### config.mk
export PLATFORM = sky130hd
export DESIGN_NAME = mem_port_arbiter
export DESIGN_NICKNAME = d
export VERILOG_FILES = /design/src/rtl/mem_port_arbiter.sv
export SDC_FILE = /design/constraint.sdc
export NUM_CORES = 1
export LEC_CHECK = 0
export BUFFER_PORTS_ARGS = -buffer_cell sky130_fd_sc_hd__clkbuf_2
export CAP_MARGIN = 15
export CORE_AREA = 2 2 330 332
export CTS_BUF_LIST = sky130_fd_sc_hd__clkbuf_8
export CTS_CLUSTER_SIZE = 14
export DETAILED_ROUTE_END_ITERATION = 7
export DIE_AREA = 0 0 332 334
export SLEW_MARGIN = 20
export SYNTH_ARGS = -nofsm -noshare
export SYNTH_HDL_FRONTEND = slang
export SYNTH_SLANG_ARGS = --single-unit
### constraint.sdc
create_clock -name clk -period 2.5 [get_ports clk]
set_input_delay 0.25 -clock clk [delete_from_list [all_inputs] [get_ports clk]]
set_output_delay 0.25 -clock clk [all_outputs]
set_load 0.005 [all_outputs]
### src/rtl/mem_port_arbiter.sv
// Shares one line-wide memory port between I-cache refills and D-cache refills/write-backs, one transaction in flight.
// Latency: grant to memory request 1 cycle, response pulse 1 cycle after mem_r_valid/mem_b_valid.
// Backpressure: requesters hold valid until their single-cycle ready; memory stalls via mem_ar_ready/mem_aw_ready.
// Optional watchdog and error flag enabled by defining MEM_PORT_ARBITER_TIMEOUT_EN.
module mem_port_arbiter #(
    parameter int ADDR_WIDTH     = 32,
    parameter int LINE_WIDTH     = 128,
    parameter int OFFSET_WIDTH   = 4,
    parameter int TIMEOUT_CYCLES = 255
) (
    input  logic                    clk,
    input  logic                    rst_n,
    input  logic                    ic_rreq_valid,
    output logic                    ic_rreq_ready,
    input  logic [ADDR_WIDTH-1:0]   ic_rreq_addr,
    output logic                    ic_rresp_valid,
    output logic [LINE_WIDTH-1:0]   ic_rresp_data,
    input  logic                    dc_rreq_valid,
    output logic                    dc_rreq_ready,
    input  logic [ADDR_WIDTH-1:0]   dc_rreq_addr,
    output logic                    dc_rresp_valid,
    output logic [LINE_WIDTH-1:0]   dc_rresp_data,
    input  logic                    dc_wreq_valid,
    output logic                    dc_wreq_ready,
    input  logic [ADDR_WIDTH-1:0]   dc_wreq_addr,
    input  logic [LINE_WIDTH-1:0]   dc_wreq_data,
    input  logic [LINE_WIDTH/8-1:0] dc_wreq_wmask,
    output logic                    dc_wresp_valid,
    output logic                    mem_ar_valid,
    input  logic                    mem_ar_ready,
    output logic [ADDR_WIDTH-1:0]   mem_ar_addr,
    input  logic                    mem_r_valid,
    input  logic [LINE_WIDTH-1:0]   mem_r_data,
    input  logic [1:0]              mem_r_resp,
    output logic                    mem_aw_valid,
    input  logic                    mem_aw_ready,
    output logic [ADDR_WIDTH-1:0]   mem_aw_addr,
    output logic [LINE_WIDTH-1:0]   mem_w_data,
    output logic [LINE_WIDTH/8-1:0] mem_w_wmask,
    input  logic                    mem_b_valid,
    input  logic [1:0]              mem_b_resp,
    output logic                    timeout_err
);

    typedef enum logic [2:0] {IDLE, RD_ADDR, RD_WAIT, WR_ADDR, WR_WAIT} state_t;
    typedef enum logic {OWN_IC, OWN_DC} owner_t;

    state_t                  state, state_nxt;
    owner_t                  owner;
    logic                    rr_dc;
    logic [ADDR_WIDTH-1:0]   addr_q;
    logic [LINE_WIDTH-1:0]   wdata_q;
    logic [LINE_WIDTH/8-1:0] wmask_q;
    logic                    wr_win, ic_win, dc_win;
    logic                    tmo_hit, rd_done, wr_done;

    // Write-backs always win; reads alternate via rr_dc (0 favours the I-cache).
    assign wr_win = (state == IDLE) && dc_wreq_valid;
    assign ic_win = (state == IDLE) && !dc_wreq_valid && ic_rreq_valid && (!dc_rreq_valid || !rr_dc);
    assign dc_win = (state == IDLE) && !dc_wreq_valid && dc_rreq_valid && (!ic_rreq_valid || rr_dc);

    assign dc_wreq_ready = wr_win;
    assign ic_rreq_ready = ic_win;
    assign dc_rreq_ready = dc_win;

    assign rd_done = (state == RD_WAIT) && (mem_r_valid || tmo_hit);
    assign wr_done = (state == WR_WAIT) && (mem_b_valid || tmo_hit);

    assign mem_ar_valid = (state == RD_ADDR);
    assign mem_aw_valid = (state == WR_ADDR);
    assign mem_ar_addr  = {addr_q[ADDR_WIDTH-1:OFFSET_WIDTH], {OFFSET_WIDTH{1'b0}}};
    assign mem_aw_addr  = {addr_q[ADDR_WIDTH-1:OFFSET_WIDTH], {OFFSET_WIDTH{1'b0}}};
    assign mem_w_data   = wdata_q;
    assign mem_w_wmask  = wmask_q;

    always_ff @(posedge clk or negedge rst_n) begin
        if (!rst_n) state <= IDLE;
        else        state <= state_nxt;
    end

    always_comb begin
        state_nxt = state;
        case (state)
            IDLE: begin
                if (wr_win)                state_nxt = WR_ADDR;
                else if (ic_win || dc_win) state_nxt = RD_ADDR;
            end
            RD_ADDR: if (mem_ar_ready) state_nxt = RD_WAIT;
            RD_WAIT: if (rd_done)      state_nxt = IDLE;
            WR_ADDR: if (mem_aw_ready) state_nxt = WR_WAIT;
            WR_WAIT: if (wr_done)      state_nxt = IDLE;
            default:                   state_nxt = IDLE;
        endcase
    end

    always_ff @(posedge clk or negedge rst_n) begin
        if (!rst_n) begin
            owner          <= OWN_IC;
            rr_dc          <= 1'b0;
            addr_q         <= '0;
            wdata_q        <= '0;
            wmask_q        <= '0;
            ic_rresp_valid <= 1'b0;
            ic_rresp_data  <= '0;
            dc_rresp_valid <= 1'b0;
            dc_rresp_data  <= '0;
            dc_wresp_valid <= 1'b0;
        end else begin
            ic_rresp_valid <= 1'b0;
            dc_rresp_valid <= 1'b0;
            dc_wresp_valid <= 1'b0;
            if (wr_win) begin
                owner   <= OWN_DC;
                addr_q  <= dc_wreq_addr;
                wdata_q <= dc_wreq_data;
                wmask_q <= dc_wreq_wmask;
            end else if (ic_win) begin
                owner  <= OWN_IC;
                addr_q <= ic_rreq_addr;
                rr_dc  <= 1'b1;
            end else if (dc_win) begin
                owner  <= OWN_DC;
                addr_q <= dc_rreq_addr;
                rr_dc  <= 1'b0;
            end
            // A watchdog expiry delivers an all-zero line to the owner.
            if (rd_done) begin
                if (owner == OWN_IC) begin
                    ic_rresp_valid <= 1'b1;
                    ic_rresp_data  <= mem_r_valid ? mem_r_data : '0;
                end else begin
                    dc_rresp_valid <= 1'b1;
                    dc_rresp_data  <= mem_r_valid ? mem_r_data : '0;
                end
            end
            if (wr_done) dc_wresp_valid <= 1'b1;
        end
    end

`ifdef MEM_PORT_ARBITER_TIMEOUT_EN
    logic [15:0] wait_cnt;
    logic        in_wait, resp_now, err_q;
    logic        unused_bits;

    assign in_wait     = (state == RD_WAIT) || (state == WR_WAIT);
    assign resp_now    = ((state == RD_WAIT) && mem_r_valid) || ((state == WR_WAIT) && mem_b_valid);
    assign tmo_hit     = in_wait && !resp_now && (wait_cnt == 16'(TIMEOUT_CYCLES - 1));
    assign timeout_err = err_q;
    assign unused_bits = ^addr_q[OFFSET_WIDTH-1:0];

    always_ff @(posedge clk or negedge rst_n) begin
        if (!rst_n) begin
            wait_cnt <= '0;
            err_q    <= 1'b0;
        end else begin
            wait_cnt <= in_wait ? wait_cnt + 16'd1 : '0;
            if (tmo_hit)                                         err_q <= 1'b1;
            if ((state == RD_WAIT) && mem_r_valid && |mem_r_resp) err_q <= 1'b1;
            if ((state == WR_WAIT) && mem_b_valid && |mem_b_resp) err_q <= 1'b1;
        end
    end
`else
    logic unused_bits;

    assign tmo_hit     = 1'b0;
    assign timeout_err = 1'b0;
    assign unused_bits = ^{mem_r_resp, mem_b_resp, addr_q[OFFSET_WIDTH-1:0]} ^ (TIMEOUT_CYCLES == 0);
`endif

endmodule

# ---- After elaboration in Yosys (flattened, before gate mapping)
# Cells that the tools add are included.
dict set report totals {
  elab_cells 65
  romBits 0
  n_memories 0
  register_bits 440
  ramBits 0
  in_bits 381
  latch_bits 0
}
dict set report classes {
  n_eq_ne 9
  n_shift 0
  n_reduce_logical 22
  mul 0
  magnitude_cmp 0
  bitwise_logic 2
  n_addsub 0
  n_div 0
  mux 21
}
# operator n
set ops {}
lappend ops {{128-bit 2-to-1 mux} 1}
lappend ops {{32-bit 2-to-1 mux} 3}
lappend ops {{3-bit 2-to-1 mux} 6}
lappend ops {{3-bit one-hot mux with 5 select lines} 1}
lappend ops {{1-bit 2-to-1 mux} 10}
lappend ops {{1-bit logical AND} 8}
lappend ops {{3-bit by 2-bit equality test with 1-bit output, second input constant} 2}
lappend ops {{2-bit AND reduction} 3}
lappend ops {{5-bit AND reduction} 1}
lappend ops {{1-bit logical NOT} 4}
lappend ops {{2-bit by 1-bit != test with 1-bit output, second input constant} 2}
lappend ops {{2-bit != test, second input constant} 2}
lappend ops {{3-bit by 1-bit equality test with 1-bit output, second input constant} 1}
lappend ops {{3-bit equality test, second input constant} 1}
lappend ops {{3-bit logical NOT} 1}
lappend ops {{1-bit logical OR} 3}
lappend ops {{3-bit by 2-bit != test with 1-bit output, second input constant} 1}
lappend ops {{3-bit nonzero test} 1}
lappend ops {{1-bit inverter} 2}
lappend ops {{2-bit nonzero test} 1}

# ---- Longest topological paths before layout
dict set report logic_depth {
  word_depth 8
  mapped_depth 8
  ltp_nobuf 4
}

# ---- Least setup slack after synthesis
# No wires, ideal clock.
dict set report synth_path {
  path_kind {reg2reg}
  from {reg state[2]}
  to {reg addr_q[12]}
  setup_ns 0.154
  path_stages_with_launch 7
  arrival_ns 1.692
  n_path_buf 3
  setup_slack_ns 0.654
  cell_sequence {dfrtp_1 -> buf_2 -> or4_1 -> buf_2 -> buf_6 -> nor4_2 -> o32ai_2}
}
dict set report synth_via {
  elab_chain_len 6
  elab_cells_between_ends 10
  cone_classes {mux: 2; reduce/logical: 8}
}
# element line_no
set synth_rtl {}
lappend synth_rtl {{start: declaration} 48} ;# state_t state, state_nxt;
lappend synth_rtl {{start signal: assignment} 78} ;# else state <= state_nxt;
lappend synth_rtl {{3-bit logical NOT (*)} {58, 59, 60}}
lappend synth_rtl {{1-bit logical AND} {59, 60}}
lappend synth_rtl {{1-bit logical AND (2 in series)} 59} ;# assign ic_win = (state == IDLE) && !dc_wreq_valid && ic_rreq_valid && (!dc_rreq_valid || !rr_dc);
lappend synth_rtl {{32-bit 2-to-1 mux} 117} ;# end else if (ic_win) begin
lappend synth_rtl {{32-bit 2-to-1 mux} 112} ;# if (wr_win) begin
lappend synth_rtl {{end signal: assignment} 114} ;# addr_q <= dc_wreq_addr;
lappend synth_rtl {{end signal: assignment} 119} ;# addr_q <= ic_rreq_addr;
lappend synth_rtl {{end signal: assignment} 123} ;# addr_q <= dc_rreq_addr;
lappend synth_rtl {{end: declaration} 51} ;# logic [ADDR_WIDTH-1:0] addr_q;
# Every way passes the cells marked *; elsewhere a longest branch is shown, timed or not.
# A chain may end at the register's enable or synchronous reset.

# ---- Worst setup path in the final report
dict set report layout_path {
  from {reg state[2]}
  to {out ic_rreq_ready}
}
dict set report layout_via {
  elab_chain_len 4
}
# element line_no
set layout_rtl {}
lappend layout_rtl {{3-bit logical NOT} 59}
lappend layout_rtl {{1-bit logical AND (3 in series)} 59}
lappend layout_rtl {{end: declaration} 14} ;# output logic ic_rreq_ready,
# No other way between the ends.

==> flow_summary.yaml <==
final_layout:
  final_cell_area_mm2: 0.0290
  finish.net_count: 3036
  utilization_pct: 26.9
  multi_input_area_mm2: 0.00590
  fill_cells: 11200
  drive_above_1_share_pct: 48.5
  area.sequential_mm2: 0.0109
  syn_to_final_growth_pct: 64.4
outcome:
  outcome: "completed"
synth:
  ys_seq_elements: 436
  yosysWarnings: 0
  synth_top_flop_cell: "dfrtp_1"
  async_flop_share_pct: 100
  ys_seq_area_share_pct: 61.9
  synthCells: 1429
  syn_area_mm2: 0.0176
  synth_edf_count: 0
  avgSynthCellArea_um2: 12.3
  synthDistinctLibCells: 36
setup_path:
  rr_worst_depth: 6
  cp-end-kind: "primary output"
  startpoint_type: "flop"
  reg2reg_from: "state[0]"
  crit_required_ps: 2250
  rrSetupSlack_ps: 220
  crit_fanout: 10
  cp_data_arrival_time_ps: 2130
  crit_type: "reg -> out"
  r2r_end: "addr_q[7]"
drt:
  ant_nets: 0
  dr.first_iter.drc_count: 793
  via_per_inst: 3.85
  wl_per_cell_um: 18.2
  num_vias: 15900
  routed_wl_um: 75400
  firstDrtPassIters: 5
  drc: 0
floorplanning:
  die_x_um: 332
  num_rows: 121
  core_mm2: 0.108
  fp.dieH_um: 334
  pin_count: 854
  start_util_pct: 16.3
  die_area_mm2: 0.111
sta:
  finClkSkew_ps: 44.4
  setup_violations: 0
  rsz0062_at_grt: "false"
  max_slew_margin_pct: 44.6
  fin_crit_sh_pct: 95.2
  fmax_ghz: 0.420
  tns_ps: 0
  period_needed_ps: 2380
  slew_viol_final: 0
  tightest_slew_ps: 830
  hold_viol: 0
global_routing:
  overflow: 0
  grt_usage_pct: 13.2
  grt_start_max_net_pins: 160
  antenna_found_initial: 22
  grt_pass1_vias: 16600
  grt_pass1_wl_um: 109000
clock_network:
  root_buffer: "clkbuf_8"
  cts_sinks: 436
  cts_buffers: 80
  clkTransAtPathRegs_ps: 60
  htree_levels: 3
  ctsLongestPathBuffers: 3
  cts_tree: "done"
  worst_skew_pair.late_latency_ps: 710
place:
  place.gp.congestion: 0.860
  placed_cell_area_mm2: 0.0235
  io_buffers: 828
  dp_hpwl_um: 55400
job:
  max-cap-violations: 0
worst_hold_path:
  worstHoldPathType: "in -> async"
power_and_ir_drop:
  p_per_area_mw_per_mm2: 1130
  p_leak_nw: 14.5
  vdd_drop_max_uv: 591
  total_power_mw: 32.7
## layout by cell type, fill, tap and decap left out, drive strengths merged, types with 3 or more instances in the layout
| cell type | Yosys | routed |
|---|---|---|
| a211oi | 30 | 30 |
| a21oi | 3 | 3 |
| buf | 114 | 71 |
| bufinv | 0 | 3 |
| clkbuf | 15 | 928 |
| clkinv | 0 | 7 |
| conb | 1 | 9 |
| dfrtp | 436 | 436 |
| diode | 0 | 10 |
| dlygate4sd3 | 0 | 366 |
| inv | 31 | 60 |
| mux2 | 258 | 258 |
| nand2 | 436 | 436 |
| nor2 | 4 | 4 |
| nor4 | 29 | 29 |
| o211ai | 28 | 28 |
| o32ai | 28 | 28 |
## cells by family after synthesis
| family | synth area share (%) |
|---|---|
| AO/OA/AOI/OAI | 5.30 |
| multiplexers | 16.5 |
| buffers and inverters | 5.01 |
| other | 0.0213 |
| flip-flops | 61.9 |
| AND/OR/NAND/NOR | 11.2 |
## area by class of cell
type	instances	share of cell area [%]
antenna	10	0.0864
timing repair buffer	1264	29.5
multi-input combinational	841	20.4
clock inverter	38	1.04
clock buffer	101	4.80
tap	1414	6.11
timing repair inverter	1	0.0302
inverter	31	0.458
sequential	436	37.7
## metal layers
layer  track usage, %  vias to the layer above  wire (um)
met5                0                        -        142
met2             21.9                      731      36000
li1                 -                     7266          -
met1             15.8                     7745      30500
met3             3.82                      181       5740
met4             5.84                       20       3020
## worst max-delay path by stage
stage / start / endpoint / slack (ps) / cells past startpoint
5_1_grt: state[2] / ic_rreq_ready / 20 / 3
3_3_place_gp: state[2] / ic_rresp_data[94] / 340 / 4
4_1_cts: state[2] / ic_rreq_ready / 30 / 3
3_5_place_dp: state[2] / ic_rresp_data[43] / 320 / 4
2_1_floorplan: state[2] / addr_q[12] / 650 / 6
6_report: state[2] / ic_rreq_ready / 120 / 3
## per-stage QoR
stage	hold slack [ps]	std cells	setup slack, ps
6_report	101	4136	120
5_1_grt	109	4131	16.0
4_1_cts	25.2	4126	26.5
3_5_place_dp	285	3617	324
3_3_place_gp	273	3617	342
2_1_floorplan	-45.6	1437	654
## flip-flops by register name, summed over array words and instances, names as in the netlist
register and cells:
dc_wresp_valid 1, ic_rresp_valid 1, mem_w_wmask 16, dc_rresp_data 128
state 3, owner 1, dc_rresp_valid 1, rr_dc 1
mem_w_data 128, addr_q 28, ic_rresp_data 128
## synthesized netlist by cell type, types with 3 or more instances
cell type,number,area share (%)
dfrtp_1,436,62
nand2_1,436,9.3
mux2_2,249,16
buf_2,64,1.8
buf_4,44,1.9
a211oi_1,30,1.3
inv_1,30,0.64
o211ai_1,28,1.2
o32ai_2,27,2.5
nor4_1,19,0.67
clkbuf_1,15,0.32
nor4_2,10,0.71
mux2_1,9,0.58
buf_6,5,0.32
nor2_1,4,0.085
a21oi_1,3,0.085
## power breakdown
group | switching, mW | internal (mW) | total (mW) | leakage (nW)
Combinational | 6.34 | 6.39 | 12.7 | 8.18
Sequential | 2.12 | 10.5 | 12.6 | 5.33
Clock | 3.35 | 3.99 | 7.35 | 0.952
## critical path, cell delays in order (launching register included)
cell and delay (ps):
dfrtp_2 480, or4_4 640, nor2_2 160, clkbuf_2 140
## timing repair
action                                  in CTS  in global routing
gates resized for setup                      8                  0
endpoints found under the hold margin      630                  0
hold buffers                               366                  0
setup buffers                                4                  0
endpoints found under the setup margin       3                  0
No activity file was read; power rests on OpenSTA's default activity.
